[config.mk]
export PLATFORM = sky130hd
export DESIGN_NAME = csc_blk_sched
export DESIGN_NICKNAME = d
export VERILOG_FILES = /design/src/rtl/csc_blk_sched.sv
export SDC_FILE = /design/constraint.sdc
export NUM_CORES = 1
export LEC_CHECK = 0
export ABC_AREA = 1
export CAP_MARGIN = 40
export CELL_PAD_IN_SITES_DETAIL_PLACEMENT = 0
export CELL_PAD_IN_SITES_GLOBAL_PLACEMENT = 1
export CORE_MARGIN = 2
export CORE_UTILIZATION = 35
export CTS_CLUSTER_DIAMETER = 80
export DETAILED_ROUTE_END_ITERATION = 10
export HOLD_SLACK_MARGIN = 0.15
export PLACE_DENSITY = 0.81
export SYNTH_ARGS = -nofsm -noshare
export SYNTH_HDL_FRONTEND = slang
export SYNTH_SLANG_ARGS = --single-unit
[constraint.sdc]
create_clock -name clk -period 6.8 [get_ports clk]
set_input_delay 1.02 -clock clk [delete_from_list [all_inputs] [get_ports clk]]
set_output_delay 1.02 -clock clk [all_outputs]
set_load 0.01 [all_outputs]
[src/rtl/csc_blk_sched.sv]
// Raster block scheduler: walks Y, then Cb, then Cr planes and issues one block per handshake.
// Optional macro CSC_SCHED_MONO_EN adds cfg_mono; when latched high the chroma planes are skipped.
module csc_blk_sched #(
    parameter int BLK_N              = 4,
    parameter int PIC_WID_IN_PIX     = 8192,
    parameter int PIC_HT_IN_PIX      = 4096,
    parameter int PIC_WID_IN_BLK     = PIC_WID_IN_PIX / BLK_N,
    parameter int PIC_HT_IN_BLK      = PIC_HT_IN_PIX / BLK_N,
    parameter int PIC_WID_IN_BLK_LEN = $clog2(PIC_WID_IN_BLK) + 1,
    parameter int PIC_HT_IN_BLK_LEN  = $clog2(PIC_HT_IN_BLK) + 1
) (
    input  logic                          clk,
    input  logic                          arst_n,
    input  logic                          start,
    input  logic                          abort,
    input  logic [PIC_WID_IN_BLK_LEN-1:0] cfg_wid_blk,
    input  logic [PIC_HT_IN_BLK_LEN-1:0]  cfg_ht_blk,
`ifdef CSC_SCHED_MONO_EN
    input  logic                          cfg_mono,
`endif
    output logic                          blk_vld,
    input  logic                          blk_rdy,
    output logic [PIC_WID_IN_BLK_LEN-1:0] blk_x,
    output logic [PIC_HT_IN_BLK_LEN-1:0]  blk_y,
    output logic [1:0]                    blk_cidx,
    output logic                          blk_last,
    output logic                          busy,
    output logic                          frm_done,
    output logic                          cfg_err
);

    localparam int WL = PIC_WID_IN_BLK_LEN;
    localparam int HL = PIC_HT_IN_BLK_LEN;
    localparam logic [WL-1:0] MAX_W = WL'(PIC_WID_IN_BLK);
    localparam logic [HL-1:0] MAX_H = HL'(PIC_HT_IN_BLK);

    typedef enum logic [2:0] {StIdle, StLuma, StCb, StCr, StDone} state_e;

    state_e        r_state, w_state_nxt, w_plane_nxt;
    logic [WL-1:0] r_x, w_x_nxt, r_wid, r_widc, w_wid_p, w_half_w, w_wid_c;
    logic [HL-1:0] r_y, w_y_nxt, r_ht, r_htc, w_ht_p, w_half_h, w_ht_c;
    logic          r_cfg_err, w_cfg_err_nxt;
    logic          w_cfg_ok, w_load, w_xfer, w_x_end, w_y_end, w_mono;

    assign w_cfg_ok = (cfg_wid_blk != '0) && (cfg_wid_blk <= MAX_W) &&
                      (cfg_ht_blk != '0) && (cfg_ht_blk <= MAX_H);
    assign w_load   = (r_state == StIdle) && start && w_cfg_ok;

    // Chroma planes are half size, never smaller than one block.
    assign w_half_w = cfg_wid_blk >> 1;
    assign w_half_h = cfg_ht_blk >> 1;
    assign w_wid_c  = (w_half_w == '0) ? WL'(1) : w_half_w;
    assign w_ht_c   = (w_half_h == '0) ? HL'(1) : w_half_h;

`ifdef CSC_SCHED_MONO_EN
    logic r_mono;
    always_ff @(posedge clk or negedge arst_n) begin
        if (!arst_n) begin
            r_mono <= 1'b0;
        end else if (w_load) begin
            r_mono <= cfg_mono;
        end
    end
    assign w_mono = r_mono;
`else
    assign w_mono = 1'b0;
`endif

    assign w_wid_p = (r_state == StLuma) ? r_wid : r_widc;
    assign w_ht_p  = (r_state == StLuma) ? r_ht : r_htc;
    assign w_x_end = (r_x == w_wid_p - WL'(1));
    assign w_y_end = (r_y == w_ht_p - HL'(1));

    assign blk_vld  = (r_state == StLuma) || (r_state == StCb) || (r_state == StCr);
    assign w_xfer   = blk_vld && blk_rdy;
    assign blk_x    = r_x;
    assign blk_y    = r_y;
    assign blk_last = blk_vld && w_x_end && w_y_end;
    assign busy     = (r_state != StIdle);
    assign frm_done = (r_state == StDone);
    assign cfg_err  = r_cfg_err;

    always_comb begin
        blk_cidx    = 2'd0;
        w_plane_nxt = StDone;
        case (r_state)
            StLuma: begin
                blk_cidx    = 2'd0;
                w_plane_nxt = w_mono ? StDone : StCb;
            end
            StCb: begin
                blk_cidx    = 2'd1;
                w_plane_nxt = StCr;
            end
            StCr: begin
                blk_cidx    = 2'd2;
                w_plane_nxt = StDone;
            end
            default: ;
        endcase
    end

    always_comb begin
        w_state_nxt   = r_state;
        w_x_nxt       = r_x;
        w_y_nxt       = r_y;
        w_cfg_err_nxt = 1'b0;
        case (r_state)
            StIdle: begin
                if (start) begin
                    if (w_cfg_ok) begin
                        w_state_nxt = StLuma;
                        w_x_nxt     = '0;
                        w_y_nxt     = '0;
                    end else begin
                        w_cfg_err_nxt = 1'b1;
                    end
                end
            end
            StLuma, StCb, StCr: begin
                if (w_xfer) begin
                    if (!w_x_end) begin
                        w_x_nxt = r_x + WL'(1);
                    end else begin
                        w_x_nxt = '0;
                        if (!w_y_end) begin
                            w_y_nxt = r_y + HL'(1);
                        end else begin
                            w_y_nxt     = '0;
                            w_state_nxt = w_plane_nxt;
                        end
                    end
                end
            end
            default: w_state_nxt = StIdle;
        endcase
        // Abort wins over a same-cycle transfer; it is a no-op in idle.
        if (abort && (r_state != StIdle)) begin
            w_state_nxt = StIdle;
            w_x_nxt     = '0;
            w_y_nxt     = '0;
        end
    end

    always_ff @(posedge clk or negedge arst_n) begin
        if (!arst_n) begin
            r_state   <= StIdle;
            r_x       <= '0;
            r_y       <= '0;
            r_cfg_err <= 1'b0;
        end else begin
            r_state   <= w_state_nxt;
            r_x       <= w_x_nxt;
            r_y       <= w_y_nxt;
            r_cfg_err <= w_cfg_err_nxt;
        end
    end

    always_ff @(posedge clk or negedge arst_n) begin
        if (!arst_n) begin
            r_wid  <= '0;
            r_ht   <= '0;
            r_widc <= '0;
            r_htc  <= '0;
        end else if (w_load) begin
            r_wid  <= cfg_wid_blk;
            r_ht   <= cfg_ht_blk;
            r_widc <= w_wid_c;
            r_htc  <= w_ht_c;
        end
    end

endmodule

**Yosys cells after proc, flatten, opt, wreduce, memory -nomap -nowiden**

Index checks and enable logic that the tools add are counted.

- Flip-flop bits (word level): 73
- Input port bits: 28
- Output and inout port bits: 30
- Word-level logic and storage cells: 76

- Add/subtract/negate cells: 4
- $lt $le $gt $ge: 2
- Eq/ne operators: 11
- Multiplexer cells: 29
- Reductions and logical operators: 22

Operators by type and width:

| cell | count |
|---|---|
| $mux W11 | 8 |
| $mux W12 | 6 |
| $pmux W12 S2 | 1 |
| $pmux W11 S2 | 1 |
| $mux W3 | 6 |
| $add A12 B1 Y12 const B | 1 |
| $eq A12 B12 Y1 | 1 |
| $le A12 B12 Y1 const B | 1 |
| $logic_not A12 Y1 | 1 |
| $pmux W3 S2 | 2 |
| $reduce_bool A12 Y1 | 1 |
| $sub A12 B1 Y12 const B | 1 |
| $add A11 B1 Y11 const B | 1 |
| $eq A11 B11 Y1 | 1 |
| $le A11 B11 Y1 const B | 1 |
| $logic_not A11 Y1 | 1 |
| $reduce_bool A11 Y1 | 1 |
| $sub A11 B1 Y11 const B | 1 |
| $mux W10 | 1 |
| $reduce_and A5 Y1 | 2 |
| $logic_and A1 B1 Y1 | 9 |
| $ne A3 B3 Y1 const B | 3 |
| $eq A3 B2 Y1 const B | 2 |
| $ne A3 B2 Y1 const B | 2 |
| other kinds (9) | 13 |

**Logic depth before layout (Yosys ltp)**

Gate-level depths: netlist (run 1).

- Word-level depth: 9
- Mapped depth: 21
- Gate-level depth less buffers: 19

**Worst setup path after synthesis (run 1)**

Ideal clock, no wire load.

- Path type: reg2out
- Start: register r_state[1]
- End: output port blk_last
- Arrival: 2357 ps
- Data required time: 5780 ps
- Path slack: 3423 ps
- Cell stages (with the launch flop): 17
- Path buffers: 2
- Cell sequence: dfrtp_1 > inv_4 > nand3_2 > buf_6 > buf_6 > o21ai_2 > ha_1 > nand3_1 > nor2_4 > nand3_1 > nor2_1 > nand2_1 > nand2_1 > nand3_1 > nor2_1 > nand2_1 > nor2_1

- Cells in the longest elaborated chain, start to end: 6
- Elaborated cells between the ends (all ways): 13
- Those cells by class: 2 x add/sub; 5 x eq/ne; 2 x mux; 4 x reduce/logical

RTL lines:

| element | line | source |
|---|---|---|
| start, declared | 39 | `state_e r_state, w_state_nxt, w_plane_nxt;` |
| start signal, assigned | 147 | `r_state <= StIdle;` |
| start signal, assigned | 152 | `r_state <= w_state_nxt;` |
| $eq A3 B1 Y1 | 69, 70, 74 |  |
| $mux W12 | 69 | `assign w_wid_p = (r_state == StLuma) ? r_wid : r_widc;` |
| $sub A12 B1 Y12 | 71 | `assign w_x_end = (r_x == w_wid_p - WL'(1));` |
| $eq A12 B12 Y1 | 71 |  |
| $logic_and A1 B1 Y1 | 78 | `assign blk_last = blk_vld && w_x_end && w_y_end;` |
| $logic_and A1 B1 Y1 * | 78 |  |
| end, declared | 26 | `output logic blk_last,` |

Every way passes the cells marked *; elsewhere a longest branch is shown, timed or not.

**Final worst setup path (run 1)**

Same ends and word-level chain as after synthesis.

==> results of run 1 <==
==> routing by layer <==
| metal | routed length (um) | vias to the layer above | part of all wire |
|---|---|---|---|
| met5 | 0 | - | 0 |
| met4 | 158 | 0 | 0.013 |
| met3 | 559 | 10 | 0.045 |
| met2 | 5260 | 106 | 0.42 |
| met1 | 6510 | 2037 | 0.52 |
| li1 | - | 2349 | - |
==> state kept, by name, indices dropped and copies added, names as in the netlist <==
name     count
blk_y       11
r_ht        11
r_state      3
r_htc       10
r_widc      11
cfg_err      1
blk_x       12
r_wid       12
==> cell type report <==
type,instances,area (um^2)
Inverter,108,408
Clock buffer,11,253
Timing Repair Buffer,61,608
Fill cell,1363,7420
Tap cell,176,220
Sequential cell,71,1780
Clock inverter,5,104
Multi-Input combinational cell,510,2510
==> cell families after synthesis <==
kind of cell             synth area share
AND/OR/NAND/NOR                     0.376
buffers and inverters               0.107
AO/OA/AOI/OAI                      0.0904
flip-flops                          0.370
XOR/XNOR                           0.0456
adder cells (fa/ha/maj)            0.0104
==> stage by stage <==
stage	instances	hold WS, ps
after CTS	942	491
after global routing	942	525
after detailed placement	926	475
final	942	483
after floorplan	707	449
after global placement	924	469
==> worst min-delay path, delay by kind of cell (launching register included) <==
family / cells / cell delay, ps
DFF: 1 / 340
and+or+nand+nor: 2 / 110
==> worst max-delay path by stage <==
stage                from        to  slack (ps)  cells past startpoint
2_1_floorplan  r_state[1]  blk_last        3420                     16
3_3_place_gp   r_state[1]  blk_last        2040                     15
3_5_place_dp   r_state[1]  blk_last        1860                     15
4_1_cts        r_state[1]  blk_last        1490                     15
5_1_grt        r_state[1]  blk_last        1140                     15
6_report       r_state[1]  blk_last        1480                     15
==> power by group <==
| group | internal [uW] | switching [uW] | total, uW | leakage [uW] |
|---|---|---|---|---|
| clock | 378 | 182 | 561 | 0.000176 |
| combinational | 456 | 951 | 1410 | 0.00178 |
| sequential | 566 | 78.1 | 644 | 0.000908 |
| total | 1400 | 1210 | 2610 | 0.00286 |
==> cells in the final DEF, fill, tap and decap left out, types with 2 or more instances in the layout <==
cell type,n
bufinv_16,3
o21ai_2,5
nor3_1,15
a21oi_1,5
inv_2,6
o21ai_1,11
nand3_2,3
ha_1,4
o21ai_0,50
clkbuf_8,2
buf_4,3
o211ai_1,2
nor2_4,5
xor2_1,22
nand3_1,79
inv_1,100
clkbuf_16,9
nor2_2,5
xnor2_1,3
dfrtp_1,71
o21bai_1,2
nor4_1,2
nand2_1,207
clkdlybuf4s50_1,56
and3_1,2
nand2_2,10
nor2_1,54
nand4_1,15
==> qor.yml, run 1 <==
run_status:
  status: "finished clean"
grt:
  grt_use_total: 0.182
  met3_usage: 0.0315
  met2_usage: 0.269
  met1_usage: 0.272
  antenna_found_initial: 0
  overflow: 0
  grt_first_pass_wirelength_um: 21100
  grt_pass1_vias: 4208
  grt_max_degree: 41
  busiest_layer: "met1"
sta:
  post-route-min-period_ps: 5320
  max_freq_mhz: 188
  drv_slew: 0
  hold_violations: 0
  finalSetupViolCount: 0
  rsz0062_at_grt: "false"
  slew_headroom: 0.460
  fin_crit_sh: 0.782
  worst_slew_pin_slew_ps: 810
  skew_ps: 3.80
  tns_ps: 0
  timing.final.ws_setup_ps: 1480
hold_path:
  min_path_type: "register to register"
  hold-path-endpoint: "r_wid[11]"
  whs_path_depth: 2
  hold_start: "r_wid[11]"
worst_setup_path:
  path_buf_inv: 2
  start_kind: "register"
  r2r-start: "r_state[1]"
  cpPeakStageDelay_ps: 660
  ff2ff_setup_slack_ps: 2700
  critPathRequiredTime_ps: 5780
  crit_arrival_ps: 4300
  cp_slowest_cell: "nand3_2"
  path_cells: "inv_4 -> nand3_2 -> o21ai_2 -> ha_1 -> nand3_1 -> nor2_4 -> nand3_1 -> nor2_1 -> nand2_1 -> nand2_1 -> nand3_1 -> nor2_1 -> nand2_1 -> nor2_1 -> clkdlybuf4s50_1"
  r2r_cells: 15
  worst-path-max-fanout: 39
  r2r-end: "blk_x[6]"
  cp-end-kind: "primary output"
  path_class: "register to primary output"
  critPathTopFamily: "simple AND/OR/NAND/NOR gates"
clocking:
  htreeDepth: 3
  cts_hold_buffers: 0
  cts.clk_slew.worst_paths_ps: 60
  clock-sinks: 71
  max-clock-path-buffers: 2
  worstSkewPairLatency_ps: 330
  cts_resized: 0
  cts-root-buf: "clkbuf_16"
  cts_setup_buffers: 0
  cts_buffers: 9
  cts_tree: "built"
pwr:
  ir_worst_vdd_uv: 173
  cellLeakagePower_uw: 0.00286
  powerDensity_nw_per_um2: 444
  p_total_uw: 2610
logic_synthesis:
  yosys_warnings: 0
  yosysMostFrequentCell: "nand2_1"
  syn_inst: 707
  avgSynthCellArea_um2: 6.79
  yosysUniqueCellTypes: 38
  netlist_area_um2: 4800
  synth_edf_count: 0
  syn_nets: 739
  synth_top_area_frac: 0.370
  yosysTopAreaCell: "dfrtp_1"
  ys_seq_area_frac: 0.370
  synth_seq_cells: 71
  synthTopCellsByCount: "207 x nand2_1, 100 x inv_1, 79 x nand3_1, 71 x dfrtp_1, 54 x nor2_1"
  synth_area_leaders: "dfrtp_1 37%, nand2_1 16%, nand3_1 8.2%"
  synth_flop_cell: "dfrtp_1"
  synth-async-reset-ratio: 1.00
place:
  post-place-ws_ps: 1860
  gp_congestion: 0.844
  port_buffers: 57
  placed_area_um2: 5520
  hpwl_um: 9790
routing:
  wire_per_inst_um: 13.3
  avgViaCountPerCell: 4.78
  drtIter0Drc: 305
  wl_um: 12500
  vias: 4502
  postRouteAntennaNets: 0
  route.detailed.drc: 0
  dr.pass1.iters: 7
cells_and_area:
  final_util: 0.442
  syn_to_final_growth_pct: 22.4
  drive_gt1_frac: 0.0796
  fin_area_um2: 5880
  n_antenna_cell: 0
  nets: 793
die:
  pin_count: 58
  fp.dieH_um: 121
  start_util: 0.361
  fp-row-count: 42
  core_area_um2: 13300
  fp.dieArea_um2: 14700
  die-width_um: 121
run:
  cap_violations: 0
No activity file was read; power rests on OpenSTA's default activity.
==> run 2: changes to the inputs <==
Clock period 6.8 ns to 5 ns, I/O delays scaled along.
==> run 2 against run 1 <==
  * Wire length is 0.62% higher
  * Worst hold slack worse by 82 ps
  * Highest routed layer unchanged
  * Final cell count up 0.11%
  * Design area down 1.1%
  * Largest cell class unchanged
==> qor.yml, run 2 (synthesis results as in run 1) <==
die:
  start_util: 0.361  # unchanged
  pin_count: 58  # unchanged
  die-width_um: 121  # unchanged
  fp.dieH_um: 121  # unchanged
  fp-row-count: 42  # unchanged
  fp.dieArea_um2: 14700  # unchanged
  core_area_um2: 13300  # unchanged
routing:
  postRouteAntennaNets: 0  # unchanged
  dr.pass1.iters: 7  # unchanged
  drtIter0Drc: 331  # +8.5%
  route.detailed.drc: 0  # unchanged
  vias: 4552  # +1.1%
  wire_per_inst_um: 13.3  # +0.51%
  avgViaCountPerCell: 4.83  # +1.0%
  wl_um: 12600  # +0.62%
cells_and_area:
  layout_common_cells: "207 x nand2_1, 100 x inv_1, 79 x nand3_1"
  drive_gt1_frac: 0.0795  # -0.000104
  n_antenna_cell: 0  # unchanged
  nets: 794  # +0.13%
  fillerInstances: 1352  # -0.81%
  final_util: 0.437  # -0.00471
  layout_commonest_cell: "nand2_1"
  fin_cells: 943  # +0.11%
  fin_area_um2: 5820  # -1.1%
  syn_to_final_growth_pct: 21.1
worst_setup_path:
  start_kind: "register"
  r2r_cells: 16  # +1
  path_buf_inv: 4  # +2
  path_cells: "inv_4 -> nand3_2 -> buf_4 -> o21ai_2 -> ha_1 -> xor2_1 -> inv_1 -> nor2_1 -> nand3_1 -> nor2_1 -> nand4_1 -> nor2_1 -> nand3_1 -> nor2_1 -> clkdlybuf4s50_1"
  cp-end-kind: "primary output"
  path_common_cell: "nor2_1"
  path_depth: 15  # unchanged
  crit_arrival_ps: 3790  # -510 ps
  worstSetupStartpoint: "r_state[1]"
  critPathTopFamily: "buffers and inverters"
  path_class: "register to primary output"
  cpPeakStageDelay_ps: 560  # -100 ps
  cp_slowest_cell: "clkdlybuf4s50_1"
  critPathRequiredTime_ps: 4250  # -1530 ps
  worst-path-max-fanout: 20  # -49%
  r2r-start: "r_state[1]"
sta:
  drv_slew: 0  # unchanged
  slew_headroom: 0.404  # -0.0556
  fin_crit_sh: 0.908
  tns_ps: 0  # unchanged
  rsz0062_at_grt: "false"
  skew_ps: 7.51  # +3.71 ps
  hold_violations: 0  # unchanged
  max_freq_mhz: 220
  post-route-min-period_ps: 4540
  finalSetupViolCount: 0  # unchanged
  worst_slew_pin_slew_ps: 885  # +74.9 ps
clocking:
  cts_tree: "built"
  cts_resized: 0  # unchanged
  htreeDepth: 3  # unchanged
  worstSkewPairLatency_ps: 350  # +20 ps
  max-clock-path-buffers: 2  # unchanged
  cts_buffers: 9  # unchanged
  clock-sinks: 71  # unchanged
  cts_setup_buffers: 0  # unchanged
  cts-root-buf: "clkbuf_16"
  cts_hold_buffers: 0  # unchanged
  cts.clk_slew.worst_paths_ps: 60  # about the same
run:
  cap_violations: 0  # unchanged
grt:
  grt_max_degree: 46  # +12%
  grt_use_total: 0.183  # +0.000264
  overflow: 0  # unchanged
  antenna_found_initial: 0  # unchanged
  grt_first_pass_wirelength_um: 21200  # +0.56%
  grt_pass1_vias: 4197  # -0.26%
place:
  placed_area_um2: 5530  # +0.14%
  port_buffers: 57  # unchanged
  gp_congestion: 0.881  # +4.5%
  hpwl_um: 10000  # +2.3%
  dp_cells: 927  # +0.11%
pwr:
  cellLeakagePower_uw: 0.00283  # -1.1%
  powerDensity_nw_per_um2: 589  # +32%
  ir_worst_vdd_uv: 242  # +40%
run_status:
  status: "finished clean"
hold_path:
  min_path_type: "input pin to async pin"
==> run 2: routing by layer <==
metal  up-vias  share of wire  global-route usage
met1      2063           0.51               0.272
met4         0          0.017              0.0625
li1       2359              -                   -
met2       116           0.43               0.270
met3        14          0.048              0.0258
met5         -              0                   0
==> run 2: final timing paths <==
path | end | slack, ps
min | r_wid[3] | 400
max in group asynchronous | r_ht[8] | 4050
min reg2reg | r_wid[11] | 490
max reg2reg | blk_x[2] | 1240
max | blk_last | 460
min in group clk | r_wid[11] | 490
==> run 2: report_power, final <==
| part | total [uW] | switching [uW] | leakage (uW) | internal (uW) |
|---|---|---|---|---|
| registers | 880 | 110 | 0.000908 | 770 |
| clock network | 624 | 260 | 0.000139 | 364 |
| logic | 1920 | 1290 | 0.00179 | 624 |
==> run 2: cell type report <==
class                           count  area, um^2  share of cell area
Clock buffer                       12         256              0.0441
Clock inverter                      4        30.0             0.00516
Inverter                          108         408              0.0701
Multi-Input combinational cell    510        2510               0.431
Sequential cell                    71        1780               0.306
Tap cell                          176         220              0.0379
Timing Repair Buffer               62         616               0.106
==> run 2: stage by stage <==
step	hold WS, ps	power [uW]	setup WS, ps
2_1_floorplan	449	2350	1890
3_3_place_gp	466	2750	766
3_5_place_dp	470	2790	747
4_1_cts	417	3430	466
5_1_grt	436	3760	62.9
6_report	401	3420	459
